==> config.mk <==
export PLATFORM = sky130hd
export DESIGN_NAME = databus_arbiter
export DESIGN_NICKNAME = d
export VERILOG_FILES = /design/src/rtl/bus_pkg.sv /design/src/rtl/rr_pick.sv /design/src/rtl/databus_arbiter.sv
export SDC_FILE = /design/constraint.sdc
export NUM_CORES = 1
export LEC_CHECK = 0
export ABC_AREA = 1
export CORE_UTILIZATION = 29
export CTS_CLUSTER_DIAMETER = 120
export DETAILED_ROUTE_END_ITERATION = 12
export PLACE_DENSITY = 0.66
export RECOVER_POWER = 50
export SLEW_MARGIN = 20
export SYNTH_ARGS = -nofsm -noshare
export SYNTH_HDL_FRONTEND = slang
export SYNTH_SLANG_ARGS = --single-unit
==> constraint.sdc <==
create_clock -name clk -period 1.5 [get_ports clk]
set_input_delay 0.3 -clock clk [delete_from_list [all_inputs] [get_ports clk]]
set_output_delay 0.3 -clock clk [all_outputs]
set_load 0.02 [all_outputs]
==> src/rtl/bus_pkg.sv <==
// Shared definitions for the databus arbiter: FSM encoding, default widths and
// the round-robin index search used by rr_pick.
package bus_pkg;

  localparam int MAX_REQ    = 4;
  localparam int IDX_W      = 2;
  localparam int ADDR_W_DEF = 16;
  localparam int DATA_W_DEF = 16;

  typedef enum logic [1:0] {
    IDLE  = 2'd0,
    GRANT = 2'd1,
    TURN  = 2'd2
  } state_t;

  // First set bit of req searching from last+1 upward, wrapping modulo n.
  // Returns last unchanged when req is empty; callers gate on |req.
  function automatic logic [IDX_W-1:0] rr_next_idx(
    input logic [MAX_REQ-1:0] req,
    input logic [IDX_W-1:0]   last,
    input int                 n
  );
    logic found;
    int   j;
    rr_next_idx = last;
    found       = 1'b0;
    for (int k = 1; k <= MAX_REQ; k++) begin
      j = (int'(last) + k) % n;
      if (k <= n && !found && req[j[IDX_W-1:0]]) begin
        rr_next_idx = IDX_W'(j);
        found       = 1'b1;
      end
    end
  endfunction

endpackage

==> src/rtl/rr_pick.sv <==
// Combinational round-robin priority rotator: one-hot choice plus its index,
// starting the search just after the previous winner.
module rr_pick
  import bus_pkg::*;
#(
  parameter int N_REQ = 4
) (
  input  logic [N_REQ-1:0] req,
  input  logic [IDX_W-1:0] last,
  output logic [N_REQ-1:0] pick,
  output logic [IDX_W-1:0] pick_idx
);

  logic [MAX_REQ-1:0] req_ext;

  assign req_ext = MAX_REQ'(req);

  always_comb begin
    pick_idx = rr_next_idx(req_ext, last, N_REQ);
    pick     = '0;
    for (int i = 0; i < N_REQ; i++) begin
      pick[i] = (|req) && (int'(pick_idx) == i);
    end
  end

endmodule

==> src/rtl/databus_arbiter.sv <==
// Round-robin owner of the shared memory-mapped bus with a dead turnaround
// cycle between owners and a bounded hold time under contention.
module databus_arbiter
  import bus_pkg::*;
#(
  parameter int N_REQ    = 4,
  parameter int ADDR_W   = ADDR_W_DEF,
  parameter int DATA_W   = DATA_W_DEF,
  parameter int MAX_HOLD = 16
) (
  input  logic                     clk,
  input  logic                     rst,
  input  logic [N_REQ-1:0]         req,
  input  logic [N_REQ-1:0]         req_rd,
  input  logic [N_REQ-1:0]         req_wr,
  input  logic [N_REQ*ADDR_W-1:0]  req_addr,
  input  logic [N_REQ*DATA_W-1:0]  req_wdata,
  output logic [N_REQ-1:0]         gnt,
  output logic [ADDR_W-1:0]        bus_addr,
  output logic [DATA_W-1:0]        bus_wdata,
  output logic                     bus_rd,
  output logic                     bus_wr,
  output logic [N_REQ-1:0]         rd_valid,
  output logic                     busy,
  output logic [1:0]               dbg_state
);

  // Handshake: a requester raises req and holds it level for its whole
  // ownership. gnt[i] (registered, one-hot) is the "ready": strobes, address
  // and data from requester i are taken only in cycles where gnt[i] is high
  // and reach the bus one cycle later. Dropping req ends ownership; gnt then
  // falls on the next edge and one TURN cycle keeps the bus undriven.

  localparam logic [1:0] ST_IDLE  = 2'(IDLE);
  localparam logic [1:0] ST_GRANT = 2'(GRANT);
  localparam logic [1:0] ST_TURN  = 2'(TURN);

  localparam int                HOLD_W    = $clog2(MAX_HOLD + 1);
  localparam logic [HOLD_W-1:0] HOLD_LAST = HOLD_W'(MAX_HOLD - 1);

  if (N_REQ < 2 || N_REQ > MAX_REQ) begin : g_bad_n_req
    $error("databus_arbiter: N_REQ must be 2..4");
  end
  if (MAX_HOLD < 2) begin : g_bad_max_hold
    $error("databus_arbiter: MAX_HOLD must be at least 2");
  end

  logic [1:0]        state;
  logic [IDX_W-1:0]  last;
  logic [HOLD_W-1:0] hold;

  logic [N_REQ-1:0]  pick;
  logic [IDX_W-1:0]  pick_idx;

  logic              own_req;
  logic              own_rd;
  logic              own_wr;
  logic [ADDR_W-1:0] own_addr;
  logic [DATA_W-1:0] own_wdata;
  logic              others;
  logic              rel_now;

  rr_pick #(
    .N_REQ (N_REQ)
  ) u_rr_pick (
    .req      (req),
    .last     (last),
    .pick     (pick),
    .pick_idx (pick_idx)
  );

  // Only the granted requester's lanes are visible; everyone else is ignored.
  always_comb begin
    own_rd    = 1'b0;
    own_wr    = 1'b0;
    own_addr  = '0;
    own_wdata = '0;
    for (int i = 0; i < N_REQ; i++) begin
      if (gnt[i]) begin
        own_rd    = req_rd[i];
        own_wr    = req_wr[i];
        own_addr  = req_addr[i*ADDR_W +: ADDR_W];
        own_wdata = req_wdata[i*DATA_W +: DATA_W];
      end
    end
  end

  assign own_req = |(req & gnt);
  assign others  = |(req & ~gnt);
  // A drop wins over preemption; both take the same TURN path.
  assign rel_now = !own_req || (others && (hold == HOLD_LAST));

  always_ff @(posedge clk) begin
    if (rst) begin
      state     <= ST_IDLE;
      gnt       <= '0;
      last      <= IDX_W'(N_REQ - 1);
      hold      <= '0;
      bus_addr  <= '0;
      bus_wdata <= '0;
      bus_rd    <= 1'b0;
      bus_wr    <= 1'b0;
      rd_valid  <= '0;
    end else begin
      rd_valid <= gnt & {N_REQ{bus_rd}};
      case (state)
        ST_IDLE: begin
          bus_rd <= 1'b0;
          bus_wr <= 1'b0;
          if (|req) begin
            gnt   <= pick;
            last  <= pick_idx;
            hold  <= '0;
            state <= ST_GRANT;
          end
        end
        ST_GRANT: begin
          if (rel_now) begin
            gnt    <= '0;
            bus_rd <= 1'b0;
            bus_wr <= 1'b0;
            hold   <= '0;
            state  <= ST_TURN;
          end else begin
            bus_addr  <= own_addr;
            bus_wdata <= own_wdata;
            bus_wr    <= own_wr;
            // Read plus write together is illegal; the write is passed alone.
            bus_rd    <= own_rd & ~own_wr;
            if (!others) begin
              hold <= '0;
            end else if (hold != HOLD_LAST) begin
              hold <= hold + 1'b1;
            end
          end
        end
        ST_TURN: begin
          gnt    <= '0;
          bus_rd <= 1'b0;
          bus_wr <= 1'b0;
          state  <= ST_IDLE;
        end
        default: begin
          gnt    <= '0;
          bus_rd <= 1'b0;
          bus_wr <= 1'b0;
          state  <= ST_IDLE;
        end
      endcase
    end
  end

  assign busy      = (state == ST_GRANT);
  assign dbg_state = state;

endmodule

==> reports/metrics.cfg <==
[floorplanning]
io_pins = 187
die_y_um = 109
die_w_um = 109
dieArea_um2 = 11800
coreArea_um2 = 10900
start_util_pct = 30.1
rows = 38

[layout]
fin_nets = 897
drive_gt1_share_pct = 16.2
fin_util_pct = 54.0
fill_cells = 1085
antennaDiodeCount = 0
finalNonFillerCells = 894
synthToLayoutAreaGrowth_pct = 79.5

[detailed_routing]
num_vias = 4343
drt-pass1-iter-count = 4
route.detailed.wl_per_inst_um = 14.4
drc = 0
vias_per_cell = 4.86
wl_um = 12900
drt_iter0_drc = 208
drtAntennaViolNets = 0

[synthesis]
yosys_warnings = 0
avgSynthCellArea_um2 = 6.06
synth_common_cells = nand2_1, a21oi_1, nand3_1
synth_top_area_share_pct = 31.0
yosys.cell_count.top_type = nand2_1
synthDistinctLibCells = 30
syn-instance-count = 543
yosys.area.top_type = dfxtp_1
synth_area_leaders = dfxtp_1, nand2_1, a21oi_1, nand3_1, o21ai_1
synth_edf_count = 0
syn_nets = 687
seq_area_frac_synth_pct = 31.0
yosys_register_bits = 51
synth-main-ff-cell = dfxtp_1
synthArstFlopShare_pct = 0
syn_area_um2 = 3290

[setup_path]
crit_type = flip-flop to flip-flop
crit_chain = ha_4 -> nand2_2 -> nor2_2 -> ha_2 -> inv_2 -> nor2_4 -> nor2_8 -> nand2_4 -> buf_6 -> buf_12 -> nand2_1 -> a21oi_1
critPathRequiredTime_ps = 1720
critPathLaunchType = flip-flop
crit_path_end_kind = flip-flop
slowest_delay_ps = 370
crit_slowest_cell = dfxtp_4
arrival_ps = 1860
critPathMaxFanout = 7

[cts]
hold_buffers = 0
cts_buffers = 5
cts_tree = done
insertion_delay_ps = 290
ctsLongestPathBuffers = 2
htree_num_levels = 2
cts.clk_slew.worst_paths_ps = 70
numClockSinks = 51
clockRootBuffer = clkbuf_16

[placed_design]
dp_cells = 876
io_buffers = 186
hpwl_um = 9300
dp_slack_ps = -517
place_congestion = 0.809

[run_status]
status = complete, but fails checks
violations = negative setup slack

[sta]
finalCriticalPeriod_ps = 1640
setup_violations = 43
hold_slack_ps = 245
skew_ps = 4.61
period_share_pct = 109
rsz0062_at_grt = yes
clock.fmax_mhz = 609
tightest_slew_ps = 421
slew_headroom_pct = 72.0
final-hold-violation-count = 0
slew_violations = 0
layout_setup_ws_ps = -141

[grt]
grt_antenna_before_repair = 0
globalRouteOverflowTotal = 0
grt_usage_pct = 21.0
grt_pass1_vias = 4230
grt_pass1_wl_um = 19500
grt_max_degree = 46

[power]
p_leak_uw = 0.00256
vdd_drop_max_uv = 509
powerDensity_nw_per_um2 = 1070
power_uw = 6310

[run]
max-cap-violations = 0

[worst_hold_path]
hold_path_class = input pin to flip-flop

report_power, final:
part	total (µW)	internal, µW	switching, µW	leakage (µW)
sequential	1630	1490	139	0.000415
clock	1120	617	503	0.0000669
combinational	3560	1570	1980	0.00208
area by class of cell:
| type | instances | area, µm² | share of cell area [%] |
|---|---|---|---|
| inverters | 20 | 80.1 | 1.36 |
| flip-flops and latches | 51 | 1040 | 17.6 |
| repair buffers | 239 | 2320 | 39.3 |
| clock buffers | 6 | 129 | 2.18 |
| well taps | 140 | 175 | 2.97 |
| clock inverters | 2 | 12.5 | 0.212 |
| multi-input cells | 436 | 2150 | 36.4 |
layer usage:
metal / track usage, % / wire (µm) / vias up
met5: 0 / 0 / -
met4: 5.12 / 184 / 0
met3: 4.70 / 927 / 14
met2: 39.9 / 6520 / 143
met1: 23.5 / 5240 / 1963
li1: - / - / 2223
cell usage in the layout, fill, tap and decap left out, drive strengths merged, types with 2 or more instances in the layout:
master and count:
a21oi 70, buf 54, clkbuf 7, clkdlybuf4s50 136, clkinv 2, dfxtp 51, dlygate4sd2 47, ha 2
inv 19, nand2 204, nand3 54, nor2 20, nor3 5, o21ai 74
per-stage QoR:
| step | TNS, ps | cell area, µm² |
|---|---|---|
| after global routing | -8210 | 5900 |
| after floorplan | 0 | 3320 |
| after CTS | -6880 | 5820 |
| final | -3760 | 5900 |
| after global placement | -18340 | 5530 |
| after detailed placement | -21760 | 5530 |
cell families (layout without fill, tap and decap cells):
family	Yosys count	after routing	synth area share, %
fa+ha+maj	2	2	0.761
buf+inv	56	267	7.87
flops	51	51	31.0
compound gates	148	148	23.5
simple gates	285	285	36.6
xor+xnor	1	1	0.266
what timing repair did:
item                                    in CTS  in global routing
pin swaps                                   10                 10
endpoints found under the setup margin      92                 48
cloned                                       3                  0
resized for setup                           69                 36
buffers inserted                             9                  1
worst paths after layout:
check,startpoint,to,slack (ps),depth (start not counted)
setup / recovery,hold[0]$_SDFFE_PP0P_,bus_addr[7]$_SDFFE_PP0P_,-140,12
hold / removal,rst,rd_valid[1]$_SDFF_PP0_,250,2
setup reg to reg,hold[0]$_SDFFE_PP0P_,bus_addr[7]$_SDFFE_PP0P_,-140,12
hold reg to reg,bus_wdata[11]$_SDFFE_PP0P_,bus_wdata[11]$_SDFFE_PP0P_,460,2
worst max-delay path: cells and delay by family (launching register included):
family,cells,cell delay (ps)
compound gates,1,120
flops,1,370
buf+inv,3,300
simple gates,6,480
fa+ha+maj,2,320
sequential cells by signal (all words and copies together), names as in the netlist:
signal     flops
rd_valid       4
bus_rd         1
gnt            4
hold           5
bus_wdata     16
bus_wr         1
last           2
bus_addr      16
dbg_state      2
(Power assumes the default switching activity.)
